===== src/rtl/cpu_pkg.sv =====
// Shared encodings and types for the CPU pipeline stages.
package cpu_pkg;

   typedef enum logic [1:0] {
      NPC_SEQ  = 2'd0,
      NPC_BRZ  = 2'd1,
      NPC_JAL  = 2'd2,
      NPC_JALR = 2'd3
   } next_pc_src_e;

   typedef enum logic [1:0] {
      WB_ALU  = 2'd0,
      WB_RAM  = 2'd1,
      WB_PC4  = 2'd2,
      WB_RSVD = 2'd3
   } reg_write_data_src_e;

   typedef enum logic {
      IDLE      = 1'b0,
      WAIT_RESP = 1'b1
   } mem_state_e;

   localparam logic [31:0] PC_STEP = 32'd4;

   typedef struct packed {
      logic [4:0]  rd_address;
      logic [31:0] data;
      logic        reg_write_enable;
   } wb_t;

endpackage


===== src/rtl/mem_wb_pipeline_register.sv =====
// MEM/WB pipeline register: write-enabled flops with synchronous active-low reset.
module mem_wb_pipeline_register
   import cpu_pkg::*;
(
   input  logic clk,
   input  logic reset_n,
   input  logic write_enable_i,
   input  wb_t  wb_d_i,
   output wb_t  wb_q_o
);

   wb_t wb_q;

   always_ff @(posedge clk) begin
      if (!reset_n)
         wb_q <= '0;
      else if (write_enable_i)
         wb_q <= wb_d_i;
   end

   assign wb_q_o = wb_q;

endmodule


===== src/rtl/mem_stage.sv =====
// Memory-access stage: data-memory handshake FSM, pipeline stall, branch
// resolution and MEM/WB write-back selection.
module mem_stage
   import cpu_pkg::*;
(
   input  logic        clk,
   input  logic        reset_n,
   input  logic [31:0] pc_data,
   input  logic [31:0] rs2_data,
   input  logic [31:0] alu_rd_result,
   input  logic [31:0] alu_pc_result,
   input  logic [4:0]  rd_address,
   input  logic        alu_rd_result_is_zero,
   input  logic        reg_write_enable,
   input  logic        ram_write_enable,
   input  logic [1:0]  next_pc_src,
   input  logic [1:0]  reg_write_data_src,
   output logic        stall,
   output logic        branch_taken,
   output logic [31:0] branch_target,
   output logic        mem_req_valid,
   output logic        mem_req_write,
   output logic [31:0] mem_req_addr,
   output logic [31:0] mem_req_wdata,
   input  logic        mem_req_ready,
   input  logic        mem_resp_valid,
   input  logic [31:0] mem_resp_rdata,
   output logic [4:0]  wb_rd_address,
   output logic [31:0] wb_data,
   output logic        wb_reg_write_enable,
   output logic [31:0] stall_cycles
);

   mem_state_e          state_q, state_d;
   logic [31:0]         stall_cycles_q, stall_cycles_d;
   reg_write_data_src_e wsrc;
   next_pc_src_e        npc;
   logic                mem_op, resp_done, take;
   wb_t                 wb_d, wb_q;

   assign wsrc = reg_write_data_src_e'(reg_write_data_src);
   assign npc  = next_pc_src_e'(next_pc_src);

   assign mem_op    = ram_write_enable | (wsrc == WB_RAM);
   assign resp_done = (state_q == WAIT_RESP) & mem_resp_valid;
   assign stall     = mem_op & ~resp_done;

   assign mem_req_valid = (state_q == IDLE) & mem_op;
   assign mem_req_write = ram_write_enable;
   assign mem_req_addr  = {alu_rd_result[31:2], 2'b00};
   assign mem_req_wdata = rs2_data;

   always_comb begin
      state_d = state_q;
      case (state_q)
         IDLE:      if (mem_req_valid & mem_req_ready) state_d = WAIT_RESP;
         WAIT_RESP: if (mem_resp_valid) state_d = IDLE;
         default:   state_d = IDLE;
      endcase
   end

   always_comb begin
      stall_cycles_d = stall_cycles_q;
      if (stall && (stall_cycles_q != 32'hFFFF_FFFF))
         stall_cycles_d = stall_cycles_q + 32'd1;
   end

   always_ff @(posedge clk) begin
      if (!reset_n) begin
         state_q        <= IDLE;
         stall_cycles_q <= '0;
      end else begin
         state_q        <= state_d;
         stall_cycles_q <= stall_cycles_d;
      end
   end

   assign stall_cycles = stall_cycles_q;

   // Stall cycles load a bubble so a held instruction writes back only once.
   always_comb begin
      wb_d = '0;
      if (!stall) begin
         wb_d.rd_address       = rd_address;
         wb_d.reg_write_enable = reg_write_enable & (rd_address != 5'd0);
         case (wsrc)
            WB_RAM:  wb_d.data = mem_resp_rdata;
            WB_PC4:  wb_d.data = pc_data + PC_STEP;
            default: wb_d.data = alu_rd_result;
         endcase
      end
   end

   mem_wb_pipeline_register u_mem_wb (
      .clk            (clk),
      .reset_n        (reset_n),
      .write_enable_i (1'b1),
      .wb_d_i         (wb_d),
      .wb_q_o         (wb_q)
   );

   assign wb_rd_address       = wb_q.rd_address;
   assign wb_data             = wb_q.data;
   assign wb_reg_write_enable = wb_q.reg_write_enable;

   always_comb begin
      take          = 1'b0;
      branch_target = alu_pc_result;
      case (npc)
         NPC_BRZ:  take = alu_rd_result_is_zero;
         NPC_JAL:  take = 1'b1;
         NPC_JALR: begin
            take          = 1'b1;
            branch_target = {alu_rd_result[31:1], 1'b0};
         end
         default:  take = 1'b0;
      endcase
   end

   assign branch_taken = take & ~stall;

endmodule


===== config.mk =====
export PLATFORM = sky130hd
export DESIGN_NAME = mem_stage
export DESIGN_NICKNAME = d
export VERILOG_FILES = /design/src/rtl/cpu_pkg.sv /design/src/rtl/mem_wb_pipeline_register.sv /design/src/rtl/mem_stage.sv
export SDC_FILE = /design/constraint.sdc
export NUM_CORES = 1
export LEC_CHECK = 0
export CORE_AREA = 2 2 133 135
export DETAILED_ROUTE_END_ITERATION = 7
export DIE_AREA = 0 0 135 137
export GPL_ROUTABILITY_DRIVEN = 0
export GPL_TIMING_DRIVEN = 0
export PLACE_DENSITY = 0.7
export SYNTH_ARGS = -nofsm -noshare
export SYNTH_HDL_FRONTEND = slang
export SYNTH_SLANG_ARGS = --single-unit

===== constraint.sdc =====
create_clock -name clk -period 2 [get_ports clk]
set_input_delay 0.2 -clock clk [delete_from_list [all_inputs] [get_ports clk]]
set_output_delay 0.2 -clock clk [all_outputs]
set_load 0.02 [all_outputs]

==> results.md, run 1 <==
Status:
- The run finished, with violations left.
- The checks that failed: negative setup slack.

STA:
- Setup repair after global routing could not meet its margin everywhere.
- The worst slew margin relative to its limit is 0.5512.
- The number of failing setup endpoints in the final timing report is 9.
- Once routing completed, OpenROAD measured the worst setup slack at -0.1769 ns.
- Hold timing on the final database bottoms out at a slack of 0.3521 ns.
- The minimum clock period is 2.177 ns.
- The final count of hold timing violations is 0.
- For the pin with the worst max-slew slack, the measured transition is 0.6732 ns.
- The part of the cycle the worst path needs is 1.088.
- The largest clock skew in the final design is 0.01255 ns.
- The number of max-slew violations in the final report is 0.
- Derived from the worst setup path, the maximum achievable clock frequency is 459.4 MHz.

Logic synthesis:
- Counting every instance in the synthesized netlist gives 589.
- The post-synthesis cell area is 4782 sq um.
- The average cell area after synthesis is 8.119 sq um.
- The distinct cell type count after synthesis is 57.
- The proportion of synthesized chip area in sequential cells is 0.2972.
- The most used flip-flop cell after synthesis is dfxtp_1.
- Counting flops with a built-in enable in the synthesized netlist gives 0.
- The number of warnings reported in the yosys synthesis log is 0.
- After synthesis the netlist holds a flip-flop and latch count of 71.
- The share of synthesized flip-flops with an asynchronous set or reset is 0.

Critical path:
- The startpoint kind of the worst setup timing path is a register.
- At the worst endpoint, the arrival time is 2.44 ns.
- STA classifies the critical path endpoint as a register.
- The setup check on the worst reg-to-reg path leaves a slack of -0.18 ns.
- The category of the critical setup timing path is register to register.
- Counting cells, the worst reg-to-reg path comes to 5.
- The maximum fanout along the worst path is 6.
- At the worst endpoint, the required time is 2.27 ns.
- In this run the critical register-to-register path is captured at stall_cycles[22].
- The launch instance of the worst register-to-register path is stall_cycles[11].

Clocking:
- The total clock buffers created by CTS is 9.
- Counting along the longest clock path gives a buffer depth of 2.
- The total number of clock tree sinks is 71.
- The clock root buffer master is clkbuf_16.
- The maximum level of the CTS H-tree is 3.
- The clock transition at the registers of the reported paths is 0.07 ns.
- The worst-skew pair later-pin latency is 0.34 ns.
- TritonCTS built the clock tree.

Finish:
- Relative to the synthesized area, the layout overhead comes to 88.12%.
- In the final layout, the share of cells above drive strength 1 is 0.2200.
- The number of antenna diodes in the final layout is 0.
- After filler insertion, the fill cell instance count of the layout stands at 1,600.
- The filler-free cell count of the finished design is 1,166.
- The final layout contains 1,116 nets.

Floorplan:
- Row generation in the floorplan step produced 48 rows.
- For this configuration, the core starts out at a cell density of 0.2804.
- The width of the die is 135 um.
- The total area inside the core boundary comes to 17,060 sq um.
- The die covers 18,500 sq um.
- The vertical die dimension is 137 um.
- 346 I/O pins were placed.

Power and ir drop:
- Summed over all nets, the switching power comes to 1.401 mW.
- Dividing total power by cell area gives a power density of 517.4 nW/um^2.
- The leakage power figure is 3.384 nW.
- Of the total power, combinational logic draws 0.307.
- IR analysis of the VDD net gives a maximum drop of 0.3711 mV.
- The share of total power dissipated in sequential elements is 0.318.
- The internal power consumption is 3.254 mW.
- The share of total power dissipated in the clock network is 0.376.
- The switching share of power is 0.3009.

Min path:
- The endpoint of the worst hold-timing path is u_mem_wb.wb_q_o[9].
- The count of cells along the worst hold path is 4.
- The worst hold path begins at pc_data[8].
- The class of the tightest hold or removal check is input pin to register.

Drt:
- The routed design has 22,060 um of wire.
- In the routed layout, each cell is associated on average with a via count of 5.152.
- The post-detailed-route wirelength per cell is 18.92 um.
- The residual DRC count is 0.
- The violation count after the first detailed-routing iteration is 371.
- In this run the remaining antenna-violating nets after routing total 0.
- Before antenna repair, the detailed router went through 7 iterations.
- The routed layout has 6,007 vias.

GRT:
- The initial antenna violation count was 0.
- Entering global routing, the biggest net connects 14 pins.
- The via count of the first global-routing pass is 5,874.
- For this run, the total global-route usage over all layers was measured as 0.2273.
- The wire length of the first global-routing pass is 31,910 um.
- Global routing finished with a remaining overflow of 0.

Place:
- The count of input and output buffers is 311.
- Summed over all nets, the half-perimeter wirelength after detailed placement is 17,030 um.
- The instance count after placement with tap cells included is 1,126.

Flow run:
- The number of max-cap violations is 0.
how the worst max path moves through the flow:
stage	from	endpoint	slack, ns	cells after the start
finish	stall_cycles[11]	stall_cycles[22]	-0.18	5
global route	stall_cycles[5]	stall_cycles[22]	-0.21	5
CTS	stall_cycles[0]	stall_cycles[22]	-0.15	6
detailed placement	reg_write_data_src[1]	u_mem_wb.wb_q_o[22]	-1.37	9
global placement	reg_write_data_src[1]	u_mem_wb.wb_q_o[22]	-1.33	9
floorplan	stall_cycles[0]	stall_cycles[22]	-0.14	6
Yosys cell counts (4+ instances only):
cell,n,area (sq um)
dfxtp_1,71,1421
clkbuf_1,28,105.1
buf_1,4,15.01
nand2b_1,4,25.02
nand2_1,35,131.4
nor4_1,11,68.82
o31ai_1,14,105.1
nor2_1,32,120.1
buf_4,65,488.0
a21oi_1,41,205.2
mux2_2,32,360.4
o31a_1,6,52.55
a221o_1,5,50.05
nor3_1,8,40.04
xnor2_1,14,122.6
a221oi_1,12,105.1
o21ai_0,41,205.2
nand4_1,20,125.1
and4_1,10,87.58
nor2b_1,4,25.02
ha_1,4,50.05
or4_1,13,97.59
and3_1,12,75.07
or3_1,16,100.1
inv_1,8,30.03
nand3_1,25,125.1
o21a_1,5,37.54
power by group through the flow:
stage	Combinational (mW)	Clock (mW)	Sequential (mW)
floorplan	0.577	0	1.58
global placement	1.42	0	1.52
detailed placement	1.42	0	1.52
CTS	1.43	1.77	1.48
global route	1.52	1.83	1.48
finish	1.43	1.75	1.48
per-stage QoR:
step,TNS [ns],worst slack [ns],util,power (mW),cell area [sq um]
3_5_place_dp,-68.89,-1.368,0.4815,2.942,8213
3_3_place_gp,-67.93,-1.331,0.4815,2.935,8213
6_report,-0.4650,-0.1769,0.5274,4.655,8996
2_1_floorplan,-0.5093,-0.1393,-,2.153,4818
5_1_grt,-1.660,-0.2149,0.5274,4.833,8996
4_1_cts,-1.433,-0.1537,0.5224,4.682,8910
logic make-up (layout without fill, tap and decap cells):
logic type	count (synthesis)	count (layout)	synth area share
XOR/XNOR	17	17	0.03114
adder cells (fa/ha/maj)	4	4	0.01047
multiplexers	35	35	0.08163
flip-flops	71	71	0.2972
buffers and inverters	109	460	0.1374
AO/OA/AOI/OAI	145	145	0.1978
other	1	2	0.0007842
AND/OR/NAND/NOR	207	207	0.2436
per-layer routing:
metal  vias up  part of all wire  GRT usage
met5         -                 0          0
met1      2801              0.37     0.2484
li1       2844                 -          -
met3        45             0.078    0.04519
met2       317              0.53     0.4368
met4         0             0.019    0.07465
state kept, by name, indices dropped and copies added (netlist names):
name / count
u_mem_wb.wb_q_o: 38
stall_cycles: 32
state_q: 1
worst max-delay path, stage by stage (launching register included):
cell	delay, ns
dfxtp_1	0.41
nand3_1	0.18
or4_4	0.59
or3_4	0.38
or4_1	0.41
a21oi_1	0.13
what timing repair did:
item,in CTS,in global routing
endpoints found under the setup margin,96,44
gates resized for setup,115,25
hold buffers,0,0
pin swaps,26,7
buffers inserted,20,6
gates cloned,2,0
placed cells by master (no fill, tap or decap), types with 4 or more instances in the layout:
cell,count
o21ai_0,39
xnor2_1,14
and4_1,8
inv_1,7
dfxtp_2,7
dfxtp_1,59
nor4_1,8
nand3_1,21
nand2_1,33
buf_6,7
nor2_1,31
or3_1,15
nand4_1,20
dlygate4sd2_1,44
or4_1,11
nor4_2,4
a21oi_1,41
o31ai_1,12
buf_4,86
dfxtp_4,5
and3_1,12
clkbuf_1,14
o21a_1,5
o31a_1,6
nor3_1,6
mux2_2,32
nor2b_1,4
a221o_1,5
a221oi_1,12
nand2b_1,4
clkbuf_16,9
clkbuf_2,5
clkbuf_8,5
clkdlybuf4s50_1,263
cell type report:
class / instances / area, sq um / area share
repair buffers: 339 / 3338 / 0.3711
multi-input cells: 410 / 2879 / 0.3200
flip-flops and latches: 71 / 1449 / 0.1611
plain buffers: 96 / 693.2 / 0.07705
well taps: 225 / 281.5 / 0.03129
clock buffers: 11 / 252.7 / 0.02809
clock inverters: 5 / 63.81 / 0.007093
inverters: 9 / 38.79 / 0.004312
Power figures use the tool's default switching activity.
==> run 2, diff against run 1 <==
--- a/config.mk
+++ b/config.mk
@@ -11,6 +11,7 @@
 export GPL_ROUTABILITY_DRIVEN = 0
 export GPL_TIMING_DRIVEN = 0
 export PLACE_DENSITY = 0.7
+export REMOVE_ABC_BUFFERS = 1
 export SYNTH_ARGS = -nofsm -noshare
 export SYNTH_HDL_FRONTEND = slang
 export SYNTH_SLANG_ARGS = --single-unit
==> run 2 against run 1 <==
The flow still finishes with violations (negative setup slack). Final cell count fell by 9.6%. Clock power increased by 9%. Die area did not move. Count of clock-buffer cells in the layout decreased by 2. Register-to-register slack better by 0.02 ns. Clock skew is 0.0064 ns lower. Power increased by 0.43%. Via count is 6.8% lower. Global-route usage rose by 1.4 points. Critical path type unchanged.
==> results.md, run 2 (synthesis results as in run 1) <==
Status:
- The flow ran to the end, but the final reports show violations.
- The final reports fail on negative setup slack.

GRT:
- The largest net degree at the start of global routing was 35 (+21).
- The initial antenna violation count is 0 (unchanged).
- The via count of the first global-routing pass is 5,404 (-8.0%).
- The aggregate global routing overflow is 0 (unchanged).
- The wire length of the first global-routing pass is 32,800 um (+2.8%).
- The overall global routing resource usage came to 0.2410 (+0.01377).

Finish:
- The flip-flop count of the largest register after layout is 38 (unchanged).
- The fraction of layout instances using a drive strength above 1 came to 0.1846 (-0.03542).
- The filler-free cell count of the finished design is 1,054 (-9.6%).
- The number of diodes is 0 (unchanged).
- The final layout net count is 1,004 (-10%).
- Compared with the post-synthesis result, the final layout area differs by 72.95%.
- The library cells used most frequently in the layout, excluding fill and tap cells, are 258 x clkdlybuf4s50_1, 60 x dfxtp_1, 39 x a21oi_1.
- Leaving out fill and tap cells, the most frequent cell in the layout is clkdlybuf4s50_1.
- The share of the core filled with cells in the final layout was 0.4849 (-0.04255).
- The post-layout instance area is 8270 sq um (-8.1%).

Power and ir drop:
- The switching share of power is 0.2858 (-0.01508).
- The leakage power figure came to 2.920 nW (-14%).
- The proportion of power drawn by flip-flops and latches was 0.317 (about the same).
- The power per cell area is 565.3 nW/um^2 (+9.2%).
- The internal power consumption was 3.339 mW (+2.6%).
- The switching power total came to 1.336 mW (-4.6%).
- The share of power burned in combinational logic was 0.277 (-0.030).
- The maximum vdd drop is 0.4062 mV (+9.5%).
- The proportion of power drawn by the clock network is 0.406 (+0.030).

Critical path:
- The data required time of the worst path is 2.25 ns (-0.02 ns).
- The setup slack of the worst register-to-register path is -0.15 ns (+0.02 ns).
- The worst setup path is captured at a register.
- The maximum fanout along the worst path was 5 (-1).
- The setup path with the least slack is of type register to register.
- The depth of the most critical reg-to-reg path is 6 (+1).
- The worst register-to-register path begins at stall_cycles[0].
- The data arrival time at the worst-slack endpoint is 2.41 ns (-0.03 ns).
- STA classifies the critical path startpoint as a register.
- The end of the worst register-to-register path is stall_cycles[22].
- Tracing the worst setup path back leads to its startpoint at stall_cycles[0].

STA:
- The final count of hold timing violations is 0 (unchanged).
- The largest clock skew in the final design is 0.006168 ns (-0.006378 ns).
- The upper clock frequency limit was 464.2 MHz (+1.0%).
- The part of the cycle the worst path needs came to 1.077 (-0.01130).
- Setup repair after global routing could not meet its margin everywhere.
- The final critical-path setup slack was -0.1543 ns (+0.02260 ns).
- The number of failing setup endpoints in the final timing report is 8 (-1).
- The number of max-slew violations in the final report was 0 (unchanged).
- The pin slew with the least headroom to its limit is 0.6953 ns (+0.02202 ns).
- The worst slew margin relative to its limit is 0.5339 (-0.01723).
- The minimum clock period came to 2.154 ns (-0.02260 ns).

Flow run:
- The number of max-cap violations is 0 (unchanged).

Floorplan:
- The width of the die is 135 um (unchanged).
- The vertical die dimension came to 137 um (unchanged).
- The starting utilization of the core area is 0.2804 (unchanged).
- The row count came to 48 (unchanged).
- The area of the placeable core came to 17,060 sq um (unchanged).
- The total die area is 18,500 sq um (unchanged).
- The count of boundary I/O pins came to 346 (unchanged).

Drt:
- The number of iterations in the first detailed-routing pass is 5 (-2).
- The number of antenna-violating nets in the routed design came to 0 (unchanged).
- The count of vias placed by the detailed router came to 5,597 (-6.8%).
- The post-detailed-route wirelength per cell is 21.99 um (+16%).
- The residual DRC count was 0 (unchanged).
- The violation count after the first detailed-routing iteration came to 309 (-17%).
- The via density per instance is 5.310 (+3.1%).
- The total routed wirelength is 23,170 um (+5.1%).

Min path:
- The count of cells along the worst hold path is 2 (-2).
- The worst hold path terminates at stall_cycles[6].
- The class of the tightest hold or removal check is input pin to register.
- The startpoint identified for the worst hold timing path is reset_n.

Clocking:
- The total number of clock tree sinks is 71 (unchanged).
- The maximum clock path buffer count was 2 (unchanged).
- The clock tree from TritonCTS is done.
- The clock transition at the registers of the reported paths was 0.06 ns (about the same).
- The maximum level of the CTS H-tree came to 3 (unchanged).
- The total clock buffers created by CTS is 9 (unchanged).
- The hold-fix buffer count after cts is 0 (unchanged).
- The clock root buffer master is clkbuf_16.
- The worst-skew pair later-pin latency is 0.34 ns (about the same).

Place:
- The instance count after placement with tap cells included was 996 (-12%).
- The count of input and output buffers is 279 (-10%).
- The area of placed instances is 7273 sq um (-11%).
- The detailed placement HPWL is 15,940 um (-6.4%).
-- run 2: changes by cell type in the layout (fill, tap and decap cells not counted), sizes merged, moves of 3 or more --
cell | before | now
buf | 100 | 38
clkbuf | 35 | 11
clkdlybuf4s50 | 263 | 258
clkinvlp | 1 | 5
dlygate4sd2 | 44 | 12
inv | 10 | 7
-- run 2: layout make-up --
cell class	instances	area, sq um
Timing Repair inverter	2	12.51
Tap cell	225	281.5
Sequential cell	71	1448
Multi-Input combinational cell	413	2989
Clock buffer	9	225.2
Fill cell	1636	8786
Timing Repair Buffer	318	3141
Inverter	9	53.80
Clock inverter	7	120.1
-- run 2: metal layers --
metal	track usage	routed length, um	up-vias
li1	-	-	2625
met1	0.2795	9106	2655
met2	0.4002	11180	286
met3	0.09407	2307	29
met4	0.08623	494	2
met5	0.04444	86	-
-- run 2: worst max-delay path by stage --
| stage | cells after the start | endpoint | slack, ns |
|---|---|---|---|
| finish | 6 | stall_cycles[22] | -0.15 |
| floorplan | 8 | u_mem_wb.wb_q_o[20] | -1.32 |
| CTS | 6 | stall_cycles[22] | -0.15 |
| detailed placement | 9 | u_mem_wb.wb_q_o[20] | -3.28 |
| global route | 6 | stall_cycles[22] | -0.21 |
| global placement | 9 | u_mem_wb.wb_q_o[20] | -3.71 |
-- run 2: timing repair --
action,CTS,global route
endpoints found under the setup margin,106,54
resized for setup,62,53
buffers inserted,25,11
cloned,6,2
pin swaps,14,26
-- run 2: worst max-delay path, cell delays in order, from the launching register on --
cell     delay, ns
dfxtp_4       0.36
ha_4          0.13
nand4_1       0.19
or4_4         0.48
or3_4         0.37
or4_1         0.41
a21oi_1       0.14
-- run 2: power by group through the flow --
stage	Clock, mW	Combinational, mW	Sequential [mW]
floorplan	0	0.370	1.57
global placement	0	1.18	1.51
detailed placement	0	1.18	1.52
CTS	1.94	1.29	1.48
global route	2.01	1.37	1.48
finish	1.90	1.30	1.48
-- run 2: through the flow --
step | power [mW] | setup slack (ns) | hold slack (ns) | TNS, ns
2_1_floorplan | 1.943 | -1.325 | 0.3178 | -54.35
3_3_place_gp | 2.699 | -3.710 | 0.4001 | -192.78
3_5_place_dp | 2.701 | -3.279 | 0.4001 | -165.13
4_1_cts | 4.711 | -0.1524 | 0.4001 | -0.6246
5_1_grt | 4.869 | -0.2057 | 0.3724 | -1.487
6_report | 4.675 | -0.1543 | 0.3606 | -0.3120
==> run 3, diff against run 2 <==
--- a/config.mk
+++ b/config.mk
@@ -6,10 +6,12 @@
 export NUM_CORES = 1
 export LEC_CHECK = 0
 export CORE_AREA = 2 2 133 135
+export CTS_CLUSTER_SIZE = 8
 export DETAILED_ROUTE_END_ITERATION = 7
 export DIE_AREA = 0 0 135 137
 export GPL_ROUTABILITY_DRIVEN = 0
 export GPL_TIMING_DRIVEN = 0
+export MAX_ROUTING_LAYER = met4
 export PLACE_DENSITY = 0.7
 export REMOVE_ABC_BUFFERS = 1
 export SYNTH_ARGS = -nofsm -noshare
==> run 3 against run 2 <==
The flow still finishes with violations (negative setup slack). Sequential power about the same. Power is essentially flat. Clock skew hardly changed. Final cell count rose by 0.19%.
==> results.md, run 3 (synthesis results as in run 1) <==
Status:
- The run finished, with violations left.
- The checks that failed: negative setup slack.

Place:
- The count of input and output buffers is 279 (unchanged).
- The area of placed instances is 7273 sq um (unchanged).
- The post-place setup slack came to -3.279 ns (unchanged).
- The detailed placement HPWL is 15,940 um (unchanged).
- The instance count after placement with tap cells included is 996 (unchanged).

Finish:
- The area of the multi-input gates came to 3014 sq um (+0.84%).
- The footprint of the flip-flops and latches was 1446 sq um (about the same).
- Leaving out fill and tap cells, the most frequent cell in the layout is clkdlybuf4s50_1.
- The filler-free cell count of the finished design is 1,056 (+0.19%).
- In the layout the commonest cells are 259 x clkdlybuf4s50_1, 63 x dfxtp_1, 36 x a21oi_1.
- The post-layout instance area came to 8310 sq um (+0.48%).
- The number of filler cells placed in the layout is 1,625 (-0.67%).
- The share of the core filled with cells in the final layout is 0.4872 (+0.002348).
- The area added between synthesis and finish is 73.78%.
- The final layout net count is 1,006 (+0.20%).
- The number of diodes was 0 (unchanged).
- The fraction of layout instances using a drive strength above 1 is 0.1853 (+0.0007592).
- The flip-flop count of the largest register after layout was 38 (unchanged).

Clocking:
- TritonCTS built the clock tree.
- The clock transition at the registers of the reported paths is 0.06 ns (about the same).
- The total clock buffers created by CTS is 9 (unchanged).
- The tree is rooted in a clkbuf_16.
- The maximum clock path buffer count is 2 (unchanged).
- The maximum level of the CTS H-tree is 3 (unchanged).
- The worst-skew pair later-pin latency is 0.34 ns (about the same).
- The total number of clock tree sinks was 71 (unchanged).

Critical path:
- The category of the critical setup timing path is register to register.
- STA classifies the critical path endpoint as a register.
- The startpoint kind of the worst setup timing path is a register.
- The data arrival time at the worst-slack endpoint is 2.42 ns (about the same).
- The depth of the most critical reg-to-reg path is 6 (unchanged).
- The data required time of the worst path was 2.25 ns (about the same).
- The maximum fanout along the worst path was 5 (unchanged).

GRT:
- The via count of the first global-routing pass is 5,396 (-0.15%).
- The initial antenna violation count came to 0 (unchanged).
- The wire length of the first global-routing pass is 32,860 um (+0.19%).
- The largest net degree at the start of global routing is 35 (unchanged).
- met2 is the most crowded layer.
- The met3 track demand over resource in global routing was 0.09074 (-0.003333).
- The overall global routing resource usage is 0.2485 (+0.007473).
- The met2 usage in global routing is 0.3990 (-0.001128).
- The met1 track demand over resource in global routing is 0.2881 (+0.008559).
- The aggregate global routing overflow was 0 (unchanged).

Power and ir drop:
- The leakage power figure is 2.901 nW (-0.63%).
- The switching power total is 1.335 mW (-0.10%).
- The maximum vdd drop was 0.4000 mV (-1.5%).
- The power per cell area came to 562.5 nW/um^2 (-0.48%).
- The internal power consumption is 3.340 mW (about the same).
- The share of power burned in combinational logic is 0.278 (about the same).
- The proportion of power drawn by the clock network came to 0.406 (about the same).
- The proportion of power drawn by flip-flops and latches is 0.316 (about the same).
- The switching share of power is 0.2855 (-0.0002906).

Drt:
- The total routed wirelength is 23,230 um (+0.23%).
- The residual DRC count was 0 (unchanged).
- The violation count after the first detailed-routing iteration is 304 (-1.6%).
- The number of antenna-violating nets in the routed design came to 0 (unchanged).
- The count of vias placed by the detailed router was 5,660 (+1.1%).
- The via density per instance is 5.360 (+0.93%).
- The number of iterations in the first detailed-routing pass is 5 (unchanged).
- The post-detailed-route wirelength per cell was 22.00 um (about the same).

Floorplan:
- The area of the placeable core came to 17,060 sq um (unchanged).
- The starting utilization of the core area is 0.2804 (unchanged).
- The count of boundary I/O pins is 346 (unchanged).
- The row count was 48 (unchanged).
- The vertical die dimension is 137 um (unchanged).
- The total die area is 18,500 sq um (unchanged).
- The width of the die was 135 um (unchanged).

STA:
- The pin slew with the least headroom to its limit is 0.7137 ns (+0.01845 ns).
- The final critical-path setup slack is -0.1689 ns (-0.01453 ns).
- The part of the cycle the worst path needs is 1.084 (+0.007266).
- The minimum clock period came to 2.169 ns (+0.01453 ns).
- The number of max-slew violations in the final report is 0 (unchanged).
- The worst slew margin relative to its limit is 0.5216 (-0.01237).
- The number of failing setup endpoints in the final timing report was 22 (+14).
- The post-route worst hold slack is 0.3648 ns (+0.004228 ns).
- The upper clock frequency limit is 461.1 MHz (-0.67%).
- Setup repair after global routing could not meet its margin everywhere.
- The final count of hold timing violations is 0 (unchanged).
- The largest clock skew in the final design is 0.005698 ns (-0.0004702 ns).

Flow run:
- The number of max-cap violations is 0 (unchanged).

Min path:
- The count of cells along the worst hold path is 2 (unchanged).
- In this run the worst hold path is classified as input pin to register.
run 3: power by group through the flow:
stage                     sequential, mW  clock (mW)  combinational (mW)
final                               1.48        1.90                1.30
after global routing                1.48        2.01                1.38
after CTS                           1.48        1.94                1.29
after detailed placement            1.52           0                1.18
after global placement              1.51           0                1.18
after floorplan                     1.57           0               0.370
run 3: cell type report:
| class | instances | share of cell area |
|---|---|---|
| timing repair inverter | 2 | 0.001506 |
| sequential | 71 | 0.1740 |
| clock inverter | 7 | 0.01445 |
| timing repair buffer | 320 | 0.3799 |
| clock buffer | 9 | 0.02710 |
| inverter | 9 | 0.006474 |
| tap | 225 | 0.03388 |
| multi-input combinational | 413 | 0.3627 |
run 3: path summary, 6_finish.rpt:
path / startpoint / to / slack (ns)
worst max-delay path: stall_cycles[0] / stall_cycles[22] / -0.17
worst min register to register: stall_cycles[8] / stall_cycles[8] / 0.50
worst max register to register: stall_cycles[0] / stall_cycles[22] / -0.17
worst min-delay path: reset_n / stall_cycles[6] / 0.36
run 3: per-stage QoR:
stage / total power [mW] / TNS (ns)
4_1_cts: 4.711 / -0.6246
3_5_place_dp: 2.701 / -165.13
2_1_floorplan: 1.943 / -54.35
5_1_grt: 4.871 / -3.437
6_report: 4.675 / -1.832
3_3_place_gp: 2.699 / -192.78
run 3: timing repair:
action / in CTS / in global routing
setup endpoints to repair: 106 / 57
gates cloned: 6 / 3
pin swaps: 14 / 25
buffers inserted: 25 / 11
hold buffers: 0 / 0
gates resized for setup: 62 / 57
run 3: metal layers:
metal  wire length [um]  part of all wire  vias up
met5                  0                 0        -
met1               9209              0.40     2671
met4                576             0.025        0
met3               2358              0.10       38
li1                   -                 -     2624
met2              11080              0.48      327
run 3: critical path, cell delays in order (launching register included):
cell and delay [ns]:
dfxtp_4 0.36, ha_4 0.13, nand4_1 0.20, or4_4 0.48, or3_4 0.37, or4_1 0.41
a21oi_1 0.14
